--- config.mk ---
export PLATFORM = sky130hd
export DESIGN_NAME = fetch_unit
export DESIGN_NICKNAME = d
export VERILOG_FILES = /design/src/rtl/fetch_unit.sv
export SDC_FILE = /design/constraint.sdc
export NUM_CORES = 1
export LEC_CHECK = 0
export CAP_MARGIN = 15
export CORE_MARGIN = 1.5
export CORE_UTILIZATION = 39
export CTS_CLUSTER_DIAMETER = 80
export DETAILED_ROUTE_END_ITERATION = 12
export GPL_TIMING_DRIVEN = 0
export PLACE_DENSITY_LB_ADDON = 0.12
export SYNTH_ARGS = -nofsm -noshare
export SYNTH_HDL_FRONTEND = slang
export SYNTH_SLANG_ARGS = --single-unit
--- constraint.sdc ---
create_clock -name clock -period 2.75 [get_ports clock]
set_clock_uncertainty 0.15 [all_clocks]
set_input_delay 0.275 -clock clock [delete_from_list [all_inputs] [get_ports clock]]
set_output_delay 0.275 -clock clock [all_outputs]
set_load 0.01 [all_outputs]
--- src/rtl/fetch_unit.sv ---
// Program counter and fetch sequencer: next-PC selection for j/jal/jr/branches,
// halt/continue handshake with a synchronised operator button, and fault trapping.
module fetch_unit #(
    parameter int unsigned           ADDR_WIDTH = 10,
    parameter logic [ADDR_WIDTH-1:0] RESET_PC   = '0,
    parameter int unsigned           MEM_LAST   = 150
) (
    input  logic                  clock,
    input  logic                  reset,
    input  logic [31:0]           instr,
    input  logic                  branch_taken,
    input  logic [ADDR_WIDTH-1:0] jr_target,
    input  logic                  continue_btn,
    output logic [ADDR_WIDTH-1:0] pc,
    output logic                  exec_enable,
    output logic                  link_write,
    output logic [ADDR_WIDTH-1:0] link_addr,
    output logic                  halted,
    output logic                  fault,
    output logic [31:0]           retired_count
);

    localparam int unsigned PW = ADDR_WIDTH + 1;

    localparam logic [5:0] OP_J    = 6'b010111;
    localparam logic [5:0] OP_JAL  = 6'b011010;
    localparam logic [5:0] OP_JR   = 6'b011011;
    localparam logic [5:0] OP_HALT = 6'b011101;
    localparam logic [5:0] OP_BEQ  = 6'b001001;
    localparam logic [5:0] OP_BLT  = 6'b011100;
    localparam logic [5:0] OP_BGT  = 6'b011110;

    typedef enum logic [1:0] {
        S_RUN    = 2'd0,
        S_HALTED = 2'd1,
        S_FAULT  = 2'd2
    } state_t;

    state_t                r_state;
    logic [ADDR_WIDTH-1:0] r_pc;
    logic [31:0]           r_retired;
    logic [1:0]            r_sync;
    logic                  r_sync_prev;

    logic [5:0]            w_opcode;
    logic [PW-1:0]         w_pc_inc;
    logic [PW-1:0]         w_target;
    logic                  w_encode_bad;
    logic                  w_target_fault;
    logic                  w_cont_edge;

    // Next-PC selection; the extra top bit lets pc+1 wrap show up as out of range.
    always_comb begin
        w_opcode     = instr[31:26];
        w_pc_inc     = PW'(r_pc) + PW'(1);
        w_target     = w_pc_inc;
        w_encode_bad = 1'b0;
        case (w_opcode)
            OP_J, OP_JAL: begin
                w_target     = PW'(instr[ADDR_WIDTH-1:0]);
                w_encode_bad = |instr[25:ADDR_WIDTH];
            end
            OP_JR: begin
                w_target = PW'(jr_target);
            end
            OP_BEQ, OP_BLT, OP_BGT: begin
                if (branch_taken) begin
                    w_target     = PW'(instr[ADDR_WIDTH-1:0]);
                    w_encode_bad = |instr[15:ADDR_WIDTH];
                end
            end
            default: begin
            end
        endcase
        w_target_fault = w_encode_bad | (w_target > PW'(MEM_LAST));
        w_cont_edge    = r_sync[1] & ~r_sync_prev;
    end

    always_ff @(posedge clock) begin
        if (reset) begin
            r_state     <= S_RUN;
            r_pc        <= RESET_PC;
            r_retired   <= '0;
            r_sync      <= 2'b11;
            r_sync_prev <= 1'b1;
        end else begin
            r_sync      <= {r_sync[0], continue_btn};
            r_sync_prev <= r_sync[1];
            if (r_state == S_RUN && r_retired != 32'hFFFF_FFFF) begin
                r_retired <= r_retired + 32'd1;
            end
            case (r_state)
                S_RUN: begin
                    if (w_target_fault) begin
                        r_state <= S_FAULT;
                    end else begin
                        r_pc <= w_target[ADDR_WIDTH-1:0];
                        if (w_opcode == OP_HALT) begin
                            r_state <= S_HALTED;
                        end
                    end
                end
                S_HALTED: begin
                    if (w_cont_edge) begin
                        r_state <= S_RUN;
                    end
                end
                S_FAULT: begin
                end
                default: begin
                    r_state <= S_FAULT;
                end
            endcase
        end
    end

    assign pc            = r_pc;
    assign retired_count = r_retired;
    assign exec_enable   = (r_state == S_RUN);
    assign halted        = (r_state == S_HALTED);
    assign fault         = (r_state == S_FAULT);
    assign link_addr     = w_pc_inc[ADDR_WIDTH-1:0];
    assign link_write    = exec_enable & (w_opcode == OP_JAL);

endmodule

==> impl_metrics.prom, run 1 <==
# TYPE chip_impl_metric gauge
chip_impl_info{name="outcome",value="completed"} 1
chip_impl_metric{name="setup-violations-final",unit=""} 0
chip_impl_metric{name="worst_slew_margin_rel",unit="%"} 54.05
chip_impl_metric{name="routed_wire_length_per_instance",unit="µm"} 14.26
chip_impl_metric{name="globalplace.congestion",unit=""} 0.7804
chip_impl_metric{name="dp_worst_setup_slack",unit="ps"} -939.7
chip_impl_metric{name="r2r_setup_slack",unit="ps"} 110
chip_impl_metric{name="post_drt_via_cell_ratio",unit=""} 5.274
chip_impl_info{name="r2r-start",value="retired_count[11]"} 1
chip_impl_metric{name="critical_path_peak_fanout",unit=""} 6
chip_impl_info{name="worstSetupEndpoint",value="pc[2]"} 1
chip_impl_metric{name="fmax",unit="MHz"} 364.4
chip_impl_metric{name="clk_pin_slew",unit="ps"} 90
chip_impl_info{name="crit_path_start_kind",value="primary input"} 1
chip_impl_metric{name="nets",unit=""} 491
chip_impl_metric{name="grt_usage",unit="%"} 20.54
chip_impl_metric{name="grt_max_degree",unit=""} 15
chip_impl_info{name="netlist_top_cells_area",value="sky130_fd_sc_hd__dfxtp_1, sky130_fd_sc_hd__xnor2_1, sky130_fd_sc_hd__nor2_1"} 1
chip_impl_metric{name="initial_core_util",unit="%"} 40.30
chip_impl_metric{name="synth_top_area_share",unit="%"} 36.77
chip_impl_info{name="min-delay-path-class",value="primary input to register"} 1
chip_impl_metric{name="worstPathRequired",unit="ps"} 2760
chip_impl_info{name="critical_path.startpoint",value="instr[30]"} 1
chip_impl_info{name="synth_top_flop_cell",value="sky130_fd_sc_hd__dfxtp_1"} 1
chip_impl_metric{name="fillers",unit=""} 565
chip_impl_info{name="yosys.area.top_type",value="sky130_fd_sc_hd__dfxtp_1"} 1
chip_impl_metric{name="final_period_minus_worst_setup_slack",unit="ps"} 2744
chip_impl_info{name="worst_setup_path_end_kind",value="register"} 1
chip_impl_metric{name="power.ir.vdd_worst",unit="mV"} 0.3349
chip_impl_metric{name="clock_insertion_delay_worst_skew",unit="ps"} 300
chip_impl_metric{name="detail_route.first_pass.iterations",unit=""} 4
chip_impl_info{name="grt_setup_unrepaired",value="true"} 1
chip_impl_metric{name="p_leak",unit="nW"} 1.474
chip_impl_metric{name="ys.warnings.count",unit=""} 0
chip_impl_metric{name="initialDrtViolationCount",unit=""} 104
chip_impl_info{name="critPathKind",value="primary input to register"} 1
chip_impl_info{name="synthTopCellsByCount",value="sky130_fd_sc_hd__dfxtp_1, sky130_fd_sc_hd__nor2_1, sky130_fd_sc_hd__a21oi_1"} 1
chip_impl_metric{name="ys_async_sr_fraction",unit="%"} 0
chip_impl_metric{name="placeableCoreArea",unit="µm²"} 6350
chip_impl_metric{name="drc",unit=""} 0
chip_impl_metric{name="post_route_cells_drive_above_1_share",unit="%"} 16.44
chip_impl_metric{name="max-cap-violations",unit=""} 0
chip_impl_info{name="tritoncts",value="built"} 1
chip_impl_metric{name="number_of_synthesized_flops_with_an_enable_pin",unit=""} 0
chip_impl_metric{name="netlist_instances",unit=""} 310
chip_impl_metric{name="final_min_period_over_clock_period",unit="%"} 99.78
chip_impl_metric{name="critical_path_at",unit="ps"} 2750
chip_impl_metric{name="antenna_violating_nets_post_route",unit=""} 0
chip_impl_metric{name="rr_worst_depth",unit=""} 8
chip_impl_metric{name="clock_path_buffers",unit=""} 2
chip_impl_metric{name="placement_rows",unit=""} 29
chip_impl_metric{name="ys_seq_elements",unit=""} 47
chip_impl_metric{name="num_io_pins",unit=""} 102
chip_impl_metric{name="post-route-worst-setup-slack",unit="ps"} 5.953
chip_impl_metric{name="die_area",unit="µm²"} 7056
chip_impl_metric{name="global_route_wire_length_before_repair",unit="mm"} 11.99
chip_impl_metric{name="ys_types",unit=""} 46
chip_impl_metric{name="timing_worst_slew_pin_value",unit="ps"} 689.3
chip_impl_metric{name="syn_area",unit="µm²"} 2559
chip_impl_info{name="capturing_point_of_the_worst_reg2reg_path",value="retired_count[16]"} 1
chip_impl_metric{name="register_area_share_after_synthesis",unit="%"} 36.77
chip_impl_metric{name="grt-ovfl-total",unit=""} 0
chip_impl_metric{name="portBuffers",unit=""} 101
chip_impl_metric{name="floorplan.die.width",unit="µm"} 84
chip_impl_metric{name="cts-buffers-inserted",unit=""} 5
chip_impl_metric{name="grt_pass1_vias",unit=""} 2582
chip_impl_metric{name="synth_fp_nets",unit=""} 358
chip_impl_metric{name="growth_of_design_area_from_synthesis_to_finish",unit="%"} 59.46
chip_impl_metric{name="ctsHtreeMaxLevel",unit=""} 2
chip_impl_metric{name="n_antenna_cell",unit=""} 0
chip_impl_metric{name="timing.final.hold_violations",unit=""} 0
chip_impl_metric{name="syn-mean-instance-area",unit="µm²"} 8.254
chip_impl_metric{name="power_per_cell_area",unit="nW/µm²"} 461.4
chip_impl_info{name="worstHoldStart",value="instr[27]"} 1
chip_impl_metric{name="drt-total-wl",unit="mm"} 7.427
chip_impl_metric{name="dp.final_hpwl",unit="mm"} 5.336
chip_impl_metric{name="detailroute.via_count",unit=""} 2748
chip_impl_metric{name="antenna_violations_before_repair",unit=""} 0
chip_impl_metric{name="die-height",unit="µm"} 84
chip_impl_info{name="ctsRootBufferMaster",value="sky130_fd_sc_hd__clkbuf_8"} 1
chip_impl_info{name="post-synth-top-count-cell",value="sky130_fd_sc_hd__dfxtp_1"} 1
chip_impl_metric{name="report.final.slew_viol_count",unit=""} 0
chip_impl_metric{name="final_util",unit="%"} 64.26
chip_impl_metric{name="clock_sinks",unit=""} 47
## repair_timing
action | in CTS | in global routing
resized for setup | 22 | 30
gates cloned | 0 | 1
buffers inserted | 20 | 5
hold buffers | 0 | 0
endpoints found under the setup margin | 14 | 24
pin swaps | 7 | 10
## report_power, final
part	total, W	switching [W]	internal [W]
combinational	0.000633	0.000264	0.000369
sequential	0.000788	0.0000659	0.000722
clock	0.000462	0.000233	0.000229
## layout by cell type, fill, tap and decap left out, types with 4 or more instances in the layout
cell type                          n
sky130_fd_sc_hd__a211oi_2          6
sky130_fd_sc_hd__a21oi_1          21
sky130_fd_sc_hd__and3_1            8
sky130_fd_sc_hd__and4_1            4
sky130_fd_sc_hd__buf_4            23
sky130_fd_sc_hd__buf_6             6
sky130_fd_sc_hd__clkbuf_1          8
sky130_fd_sc_hd__clkbuf_8          7
sky130_fd_sc_hd__clkdlybuf4s50_1  95
sky130_fd_sc_hd__dfxtp_1          44
sky130_fd_sc_hd__inv_1             9
sky130_fd_sc_hd__nand2_1          22
sky130_fd_sc_hd__nand3_1          19
sky130_fd_sc_hd__nand3b_1          4
sky130_fd_sc_hd__nand4_1           5
sky130_fd_sc_hd__nor2_1           37
sky130_fd_sc_hd__nor3_1            5
sky130_fd_sc_hd__nor3b_1           4
sky130_fd_sc_hd__nor4_1            6
sky130_fd_sc_hd__o21ai_0          10
sky130_fd_sc_hd__or3_1             9
sky130_fd_sc_hd__xnor2_1          16
sky130_fd_sc_hd__xor2_1           15
## registers in the layout (all words and copies together), names as in the netlist
register       count
pc                10
r_state            2
r_sync             2
r_sync_prev        1
retired_count     32
## how the worst min path moves through the flow
| stage | to | slack [ps] | depth (start not counted) |
|---|---|---|---|
| 6_report | r_state[0] | 140 | 4 |
| 2_1_floorplan | r_sync[0] | 230 | 1 |
| 4_1_cts | r_state[0] | 170 | 4 |
| 3_3_place_gp | r_sync[1] | 240 | 1 |
| 5_1_grt | r_state[0] | 140 | 4 |
| 3_5_place_dp | r_sync[1] | 250 | 1 |
## cell type report
class,instances,area [µm²],area share (%)
plain buffers,11,57.56,1.411
clock buffers,7,96.34,2.361
clock inverters,1,7.507,0.1840
inverters,9,33.78,0.8280
multi-input cells,243,1632,39.99
flip-flops and latches,47,947.2,23.21
well taps,77,96.34,2.361
repair buffers,126,1210,29.65
## logic make-up after synthesis
family,Yosys count,synth area share [%]
compound gates,61,16.38
xor+xnor,31,10.61
fa+ha+maj,2,0.9778
buf+inv,20,3.521
flops,47,36.77
mux,1,0.3912
simple gates,148,31.35
## layer usage
metal / wire length [µm] / GRT usage, %
met1: 3308 / 26.23
met2: 3715 / 35.56
met3: 351 / 4.055
met4: 52 / 4.918
met5: 0 / 0
## worst max-delay path, cell delays in order
cell and delay [ps]:
sky130_fd_sc_hd__buf_8 100, sky130_fd_sc_hd__or4b_4 540, sky130_fd_sc_hd__a211oi_4 280, sky130_fd_sc_hd__buf_6 150, sky130_fd_sc_hd__nor2_4 50, sky130_fd_sc_hd__a222oi_1 400, sky130_fd_sc_hd__nand2_1 200, sky130_fd_sc_hd__o31ai_4 250
sky130_fd_sc_hd__buf_6 150, sky130_fd_sc_hd__and2_4 160, sky130_fd_sc_hd__buf_6 120, sky130_fd_sc_hd__a211oi_1 60
## through the flow
step,power (W),std cells,hold WS [ps],area (µm²),TNS (ps)
finish,0.001883,521,139.0,4080,0
global placement,0.001286,488,242.5,3677,-10110
floorplan,0.001031,310,228.8,2570,-477.9
CTS,0.001837,515,174.8,3965,0
global route,0.001974,521,135.6,4080,-331.5
detailed placement,0.001289,488,245.8,3677,-10440
(Power assumes the default switching activity.)
==> run 2: changes to the inputs <==
--- a/config.mk
+++ b/config.mk
@@ -11,7 +11,7 @@
 export CTS_CLUSTER_DIAMETER = 80
 export DETAILED_ROUTE_END_ITERATION = 12
 export GPL_TIMING_DRIVEN = 0
-export PLACE_DENSITY_LB_ADDON = 0.12
+export PLACE_DENSITY = 0.82
 export SYNTH_ARGS = -nofsm -noshare
 export SYNTH_HDL_FRONTEND = slang
 export SYNTH_SLANG_ARGS = --single-unit
==> impl_metrics.prom, run 2 (synthesized netlist as in run 1, its figures left out) <==
# TYPE chip_impl_metric gauge
chip_impl_metric{name="power_per_cell_area",unit="nW/µm²"} 448.5
chip_impl_metric{name="grt_max_degree",unit=""} 15
chip_impl_info{name="min-delay-path-class",value="primary input to register"} 1
chip_impl_metric{name="antenna_violations_before_repair",unit=""} 0
chip_impl_metric{name="largest_reg_flops",unit=""} 32
chip_impl_metric{name="grt_pass1_vias",unit=""} 2592
chip_impl_metric{name="worst_hold_path.num_cells",unit=""} 4
chip_impl_metric{name="floorplan.die.width",unit="µm"} 84
chip_impl_metric{name="final_period_minus_worst_setup_slack",unit="ps"} 2809
chip_impl_metric{name="worstPathRequired",unit="ps"} 2770
chip_impl_metric{name="ctsHtreeMaxLevel",unit=""} 2
chip_impl_metric{name="placedInstanceArea",unit="µm²"} 3677
chip_impl_info{name="slowest_stage",value="sky130_fd_sc_hd__or4b_4"} 1
chip_impl_info{name="worst_setup_path_end_kind",value="register"} 1
chip_impl_metric{name="clk_pin_slew",unit="ps"} 90
chip_impl_metric{name="dp.final_hpwl",unit="mm"} 5.661
chip_impl_metric{name="n_antenna_cell",unit=""} 0
chip_impl_metric{name="rr_worst_depth",unit=""} 10
chip_impl_metric{name="initial_core_util",unit="%"} 40.30
chip_impl_info{name="layout.cells.most_common",value="sky130_fd_sc_hd__clkdlybuf4s50_1"} 1
chip_impl_metric{name="cts-buffers-inserted",unit=""} 5
chip_impl_metric{name="detail_route.first_pass.iterations",unit=""} 4
chip_impl_info{name="crit_path_start_kind",value="primary input"} 1
chip_impl_metric{name="clock_insertion_delay_worst_skew",unit="ps"} 300
chip_impl_metric{name="post_drt_via_cell_ratio",unit=""} 5.544
chip_impl_info{name="ctsRootBufferMaster",value="sky130_fd_sc_hd__clkbuf_8"} 1
chip_impl_metric{name="routed_wire_length_per_instance",unit="µm"} 15.51
chip_impl_metric{name="antenna_violating_nets_post_route",unit=""} 0
chip_impl_info{name="tritoncts",value="built"} 1
chip_impl_metric{name="portBuffers",unit=""} 101
chip_impl_metric{name="placement_rows",unit=""} 29
chip_impl_metric{name="final_min_period_over_clock_period",unit="%"} 102.1
chip_impl_info{name="failing_checks",value="negative setup slack"} 1
chip_impl_metric{name="report.final.slew_viol_count",unit=""} 0
chip_impl_metric{name="timing_worst_slew_pin_value",unit="ps"} 648.5
chip_impl_metric{name="growth_of_design_area_from_synthesis_to_finish",unit="%"} 56.87
chip_impl_metric{name="fmax",unit="MHz"} 356.0
chip_impl_metric{name="dp_worst_setup_slack",unit="ps"} -902.7
chip_impl_info{name="outcome",value="finished with violations"} 1
chip_impl_metric{name="setup-violations-final",unit=""} 9
chip_impl_metric{name="global_route_wire_length_before_repair",unit="mm"} 12.12
chip_impl_info{name="grt_setup_unrepaired",value="true"} 1
chip_impl_metric{name="die-height",unit="µm"} 84
chip_impl_metric{name="worst-path-buf-inv",unit=""} 3
chip_impl_metric{name="detailroute.via_count",unit=""} 2855
chip_impl_metric{name="globalplace.congestion",unit=""} 0.8209
chip_impl_metric{name="drc",unit=""} 0
chip_impl_metric{name="cts-hold-fix-buffers",unit=""} 0
chip_impl_metric{name="critical_path_cell_count",unit=""} 11
chip_impl_metric{name="critPathMaxStageDelay",unit="ps"} 540
chip_impl_metric{name="num_io_pins",unit=""} 102
chip_impl_metric{name="critical_path_peak_fanout",unit=""} 5
chip_impl_info{name="critPathTopFamily",value="compound AO/OA/AOI/OAI gates"} 1
chip_impl_metric{name="grt-ovfl-total",unit=""} 0
chip_impl_info{name="critPathKind",value="primary input to register"} 1
chip_impl_metric{name="grt_usage",unit="%"} 20.65
chip_impl_metric{name="max-cap-violations",unit=""} 0
chip_impl_metric{name="power.ir.vdd_worst",unit="mV"} 0.2460
chip_impl_metric{name="die_area",unit="µm²"} 7056
chip_impl_metric{name="design_area",unit="µm²"} 4014
chip_impl_info{name="crit_path_cell_trace",value="buf_8 > or4b_4 > a211oi_4 > nor2_4 > a222oi_1 > buf_4 > nor4_4 > o31ai_4 > and2_4 > buf_6 > a211oi_2"} 1
chip_impl_metric{name="p_leak",unit="nW"} 1.445
chip_impl_metric{name="fillers",unit=""} 525
chip_impl_metric{name="initialDrtViolationCount",unit=""} 158
chip_impl_metric{name="post_route_cells_drive_above_1_share",unit="%"} 15.30
chip_impl_metric{name="clock_path_buffers",unit=""} 2
chip_impl_metric{name="timing.final.hold_violations",unit=""} 0
chip_impl_info{name="layout_common_cells",value="sky130_fd_sc_hd__clkdlybuf4s50_1, sky130_fd_sc_hd__dfxtp_1, sky130_fd_sc_hd__nor2_1"} 1
chip_impl_metric{name="placeableCoreArea",unit="µm²"} 6350
chip_impl_metric{name="nets",unit=""} 485
chip_impl_metric{name="drt-total-wl",unit="mm"} 7.986
chip_impl_metric{name="clock_sinks",unit=""} 47
chip_impl_metric{name="post-route-worst-setup-slack",unit="ps"} -59.12
chip_impl_metric{name="critical_path_at",unit="ps"} 2830
chip_impl_metric{name="worst_slew_margin_rel",unit="%"} 56.77
chip_impl_metric{name="hold_ws",unit="ps"} 108.2
[run 2: cell count changes in the layout (fill, tap and decap cells not counted), moves of 2 or more]
cell / previous run / this run
sky130_fd_sc_hd__nor3b_2: 1 / 3
sky130_fd_sc_hd__clkinv_2: 0 / 3
sky130_fd_sc_hd__dfxtp_1: 44 / 46
sky130_fd_sc_hd__buf_4: 23 / 18
sky130_fd_sc_hd__nor3b_1: 4 / 2
sky130_fd_sc_hd__clkbuf_8: 7 / 5
[run 2: worst reg2reg max path, stage by stage (launching register included)]
cell and delay [ps]:
sky130_fd_sc_hd__dfxtp_1 440, sky130_fd_sc_hd__ha_1 290, sky130_fd_sc_hd__nand3_1 110, sky130_fd_sc_hd__xor2_1 190, sky130_fd_sc_hd__o31ai_2 370, sky130_fd_sc_hd__a21oi_2 110
sky130_fd_sc_hd__nor4_4 320, sky130_fd_sc_hd__o31ai_4 160, sky130_fd_sc_hd__and2_4 180, sky130_fd_sc_hd__buf_6 130, sky130_fd_sc_hd__nor3b_2 180
[run 2: worst paths after layout]
check             startpoint          to  slack, ps
setup / recovery   instr[27]       pc[4]        -60
hold / removal     instr[27]  r_state[0]        110
hold reg to reg    r_sync[0]   r_sync[1]        270
setup reg to reg       pc[1]       pc[8]         50
[run 2: stage by stage]
| step | power, W | cells | TNS, ps | util, % |
|---|---|---|---|---|
| after global placement | 0.001282 | 488 | -9763 | 57.91 |
| after global routing | 0.001872 | 515 | -1125 | 63.21 |
| after floorplan | 0.001031 | 310 | -477.9 | - |
| after CTS | 0.001736 | 507 | -19.94 | 60.97 |
| final | 0.001800 | 515 | -424.3 | 63.21 |
| after detailed placement | 0.001292 | 488 | -10100 | 57.91 |
[run 2: layout make-up]
class	count	area [µm²]	share of cell area [%]
Multi-Input combinational cell	243	1634	40.71
Timing Repair Buffer	121	1170	29.15
Sequential cell	47	942.2	23.47
Tap cell	77	96.34	2.400
Clock buffer	5	68.82	1.714
Buffer	10	53.80	1.340
Inverter	9	33.78	0.8416
Clock inverter	3	15.01	0.3741
[run 2: timing repair]
item	in CTS	in global routing
pin swaps	7	15
resized for setup	16	34
gates cloned	1	0
setup buffers	10	9
endpoints found under the hold margin	0	0
endpoints found under the setup margin	16	25
[run 2: routing by layer]
layer	up-vias	global-route usage, %	part of all wire [%]
met1	1374	27.08	43
met2	91	35.26	50
met3	15	3.363	5.1
met4	0	5.365	2.0
met5	-	0	0
li1	1375	-	-
[run 2: power by group]
group	total [W]	leakage [nW]	internal, W	switching [W]
logic	0.000609	1.02	0.000335	0.000273
registers	0.000784	0.381	0.000719	0.0000643
clock network	0.000408	0.0477	0.000174	0.000233
==> run 3: changes to the inputs <==
--- a/config.mk
+++ b/config.mk
@@ -8,10 +8,12 @@
 export CAP_MARGIN = 15
 export CORE_MARGIN = 1.5
 export CORE_UTILIZATION = 39
+export CTS_BUF_LIST = sky130_fd_sc_hd__clkbuf_16
 export CTS_CLUSTER_DIAMETER = 80
 export DETAILED_ROUTE_END_ITERATION = 12
 export GPL_TIMING_DRIVEN = 0
-export PLACE_DENSITY = 0.82
+export PLACE_DENSITY = 0.77
+export SKIP_LAST_GASP = 1
 export SYNTH_ARGS = -nofsm -noshare
 export SYNTH_HDL_FRONTEND = slang
 export SYNTH_SLANG_ARGS = --single-unit
==> impl_metrics.prom, run 3 (synthesized netlist as in run 1, its figures left out) <==
# TYPE chip_impl_metric gauge
chip_impl_metric{name="initial_core_util",unit="%"} 40.30
chip_impl_info{name="critPathKind",value="primary input to register"} 1
chip_impl_metric{name="worst-path-buf-inv",unit=""} 5
chip_impl_metric{name="clock_insertion_delay_worst_skew",unit="ps"} 280
chip_impl_metric{name="post_route_cells_drive_above_1_share",unit="%"} 15.07
chip_impl_metric{name="power_per_cell_area",unit="nW/µm²"} 483.0
chip_impl_metric{name="final_util",unit="%"} 64.04
chip_impl_metric{name="post-route-worst-setup-slack",unit="ps"} -69.75
chip_impl_metric{name="design_area",unit="µm²"} 4066
chip_impl_metric{name="place_inst",unit=""} 488
chip_impl_info{name="grt_setup_unrepaired",value="true"} 1
chip_impl_info{name="critPathTopFamily",value="simple AND/OR/NAND/NOR gates"} 1
chip_impl_metric{name="p_total",unit="W"} 0.001964
chip_impl_metric{name="report.final.slew_viol_count",unit=""} 0
chip_impl_metric{name="fillers",unit=""} 529
chip_impl_metric{name="timing.final.hold_violations",unit=""} 0
chip_impl_metric{name="ctsHtreeMaxLevel",unit=""} 2
chip_impl_metric{name="detail_route.first_pass.iterations",unit=""} 4
chip_impl_metric{name="drt-total-wl",unit="mm"} 7.602
chip_impl_metric{name="grt_pass1_vias",unit=""} 2584
chip_impl_metric{name="grt_max_degree",unit=""} 15
chip_impl_metric{name="placeableCoreArea",unit="µm²"} 6350
chip_impl_info{name="layout_common_cells",value="sky130_fd_sc_hd__clkdlybuf4s50_1, sky130_fd_sc_hd__dfxtp_1, sky130_fd_sc_hd__nor2_1"} 1
chip_impl_metric{name="clock_sinks",unit=""} 47
chip_impl_metric{name="global_route_wire_length_before_repair",unit="mm"} 12.14
chip_impl_metric{name="nets",unit=""} 485
chip_impl_metric{name="num_io_pins",unit=""} 102
chip_impl_metric{name="setup-violations-final",unit=""} 7
chip_impl_metric{name="worst_slew_margin_rel",unit="%"} 61.10
chip_impl_metric{name="clk_pin_slew",unit="ps"} 60
chip_impl_metric{name="critical_path_peak_fanout",unit=""} 6
chip_impl_info{name="crit_path_cell_trace",value="buf_8 > or4b_4 > a211oi_4 > buf_4 > a21o_1 > buf_6 > a222oi_1 > buf_4 > nor4_4 > o31ai_4 > and2_4 > buf_6 > a211oi_1"} 1
chip_impl_info{name="crit_path_start_kind",value="primary input"} 1
chip_impl_metric{name="detailroute.via_count",unit=""} 2771
chip_impl_metric{name="grt-ovfl-total",unit=""} 0
chip_impl_metric{name="dp.final_hpwl",unit="mm"} 5.511
chip_impl_info{name="slowest_stage",value="sky130_fd_sc_hd__or4b_4"} 1
chip_impl_metric{name="die-height",unit="µm"} 84
chip_impl_info{name="failing_checks",value="negative setup slack"} 1
chip_impl_metric{name="antenna_violations_before_repair",unit=""} 0
chip_impl_metric{name="placedInstanceArea",unit="µm²"} 3677
chip_impl_metric{name="globalplace.congestion",unit=""} 0.8238
chip_impl_info{name="tritoncts",value="built"} 1
chip_impl_metric{name="die_area",unit="µm²"} 7056
chip_impl_metric{name="portBuffers",unit=""} 101
chip_impl_metric{name="p_leak",unit="nW"} 1.464
chip_impl_metric{name="max-cap-violations",unit=""} 0
chip_impl_info{name="ctsRootBufferMaster",value="sky130_fd_sc_hd__clkbuf_16"} 1
chip_impl_metric{name="post_drt_via_cell_ratio",unit=""} 5.381
chip_impl_metric{name="timing_worst_slew_pin_value",unit="ps"} 583.5
chip_impl_metric{name="floorplan.die.width",unit="µm"} 84
chip_impl_metric{name="grt_usage",unit="%"} 20.79
chip_impl_metric{name="final_period_minus_worst_setup_slack",unit="ps"} 2820
chip_impl_metric{name="drc",unit=""} 0
chip_impl_metric{name="growth_of_design_area_from_synthesis_to_finish",unit="%"} 58.92
chip_impl_info{name="layout.cells.most_common",value="sky130_fd_sc_hd__clkdlybuf4s50_1"} 1
chip_impl_metric{name="routed_wire_length_per_instance",unit="µm"} 14.76
chip_impl_metric{name="finish.cell_count_without_fillers",unit=""} 515
chip_impl_metric{name="critical_path_at",unit="ps"} 2860
chip_impl_metric{name="clock_path_buffers",unit=""} 2
chip_impl_metric{name="final_min_period_over_clock_period",unit="%"} 102.5
chip_impl_metric{name="cts-hold-fix-buffers",unit=""} 0
chip_impl_info{name="outcome",value="finished with violations"} 1
chip_impl_metric{name="power.ir.vdd_worst",unit="mV"} 0.3508
chip_impl_metric{name="dp_worst_setup_slack",unit="ps"} -937.9
chip_impl_info{name="min-delay-path-class",value="primary input to register"} 1
chip_impl_metric{name="worstPathRequired",unit="ps"} 2800
chip_impl_info{name="worst_setup_path_end_kind",value="register"} 1
chip_impl_metric{name="initialDrtViolationCount",unit=""} 126
chip_impl_metric{name="placement_rows",unit=""} 29
chip_impl_metric{name="n_antenna_cell",unit=""} 0
chip_impl_metric{name="critPathMaxStageDelay",unit="ps"} 540
chip_impl_metric{name="largest_reg_flops",unit=""} 32
chip_impl_metric{name="antenna_violating_nets_post_route",unit=""} 0
chip_impl_metric{name="fmax",unit="MHz"} 354.6
chip_impl_metric{name="cts-buffers-inserted",unit=""} 5
## run 3: metal layers
| layer | track usage [%] | vias up | routed length [µm] |
|---|---|---|---|
| li1 | - | 1370 | - |
| met1 | 25.70 | 1321 | 3371 |
| met2 | 36.95 | 65 | 3800 |
| met3 | 3.165 | 15 | 263 |
| met4 | 6.557 | 0 | 167 |
| met5 | 0 | - | 0 |
## run 3: what timing repair did
item,in CTS,in global routing
resized for setup,27,22
buffers inserted,9,9
pin swaps,7,14
cloned,1,0
endpoints found under the setup margin,12,25
## run 3: per-stage QoR
step                      TNS [ps]  hold WS, ps
after CTS                        0        199.0
final                       -151.2        156.8
after global routing         -1109        171.1
after floorplan             -477.9        228.8
after detailed placement    -10320        245.0
after global placement      -10030        243.1
## run 3: layout make-up
class | instances | area (µm²) | area share, %
buffer | 11 | 57.56 | 1.415
clock inverter | 3 | 16.27 | 0.4000
clock buffer | 5 | 125.1 | 3.077
sequential | 47 | 943.4 | 23.20
multi-input combinational | 243 | 1632 | 40.12
tap | 77 | 96.34 | 2.369
timing repair buffer | 120 | 1162 | 28.58
inverter | 9 | 33.78 | 0.8308
## run 3: final timing paths
check	from	to	slack, ps	cells past startpoint
max	instr[30]	pc[4]	-70	13
min	instr[27]	r_state[0]	160	4
max reg2reg	pc[1]	pc[4]	-40	10
min reg2reg	r_sync[0]	r_sync[1]	260	1
## run 3: tightest hold or removal path: stages
cell and delay (ps):
sky130_fd_sc_hd__buf_6 80, sky130_fd_sc_hd__nor4bb_1 40, sky130_fd_sc_hd__nand2_1 60, sky130_fd_sc_hd__o22ai_1 80
## run 3: where the power goes
group | switching [W] | leakage (nW) | internal [W]
combinational | 0.000263 | 1.01 | 0.000337
clock | 0.000247 | 0.0710 | 0.000332
sequential | 0.0000644 | 0.382 | 0.000720
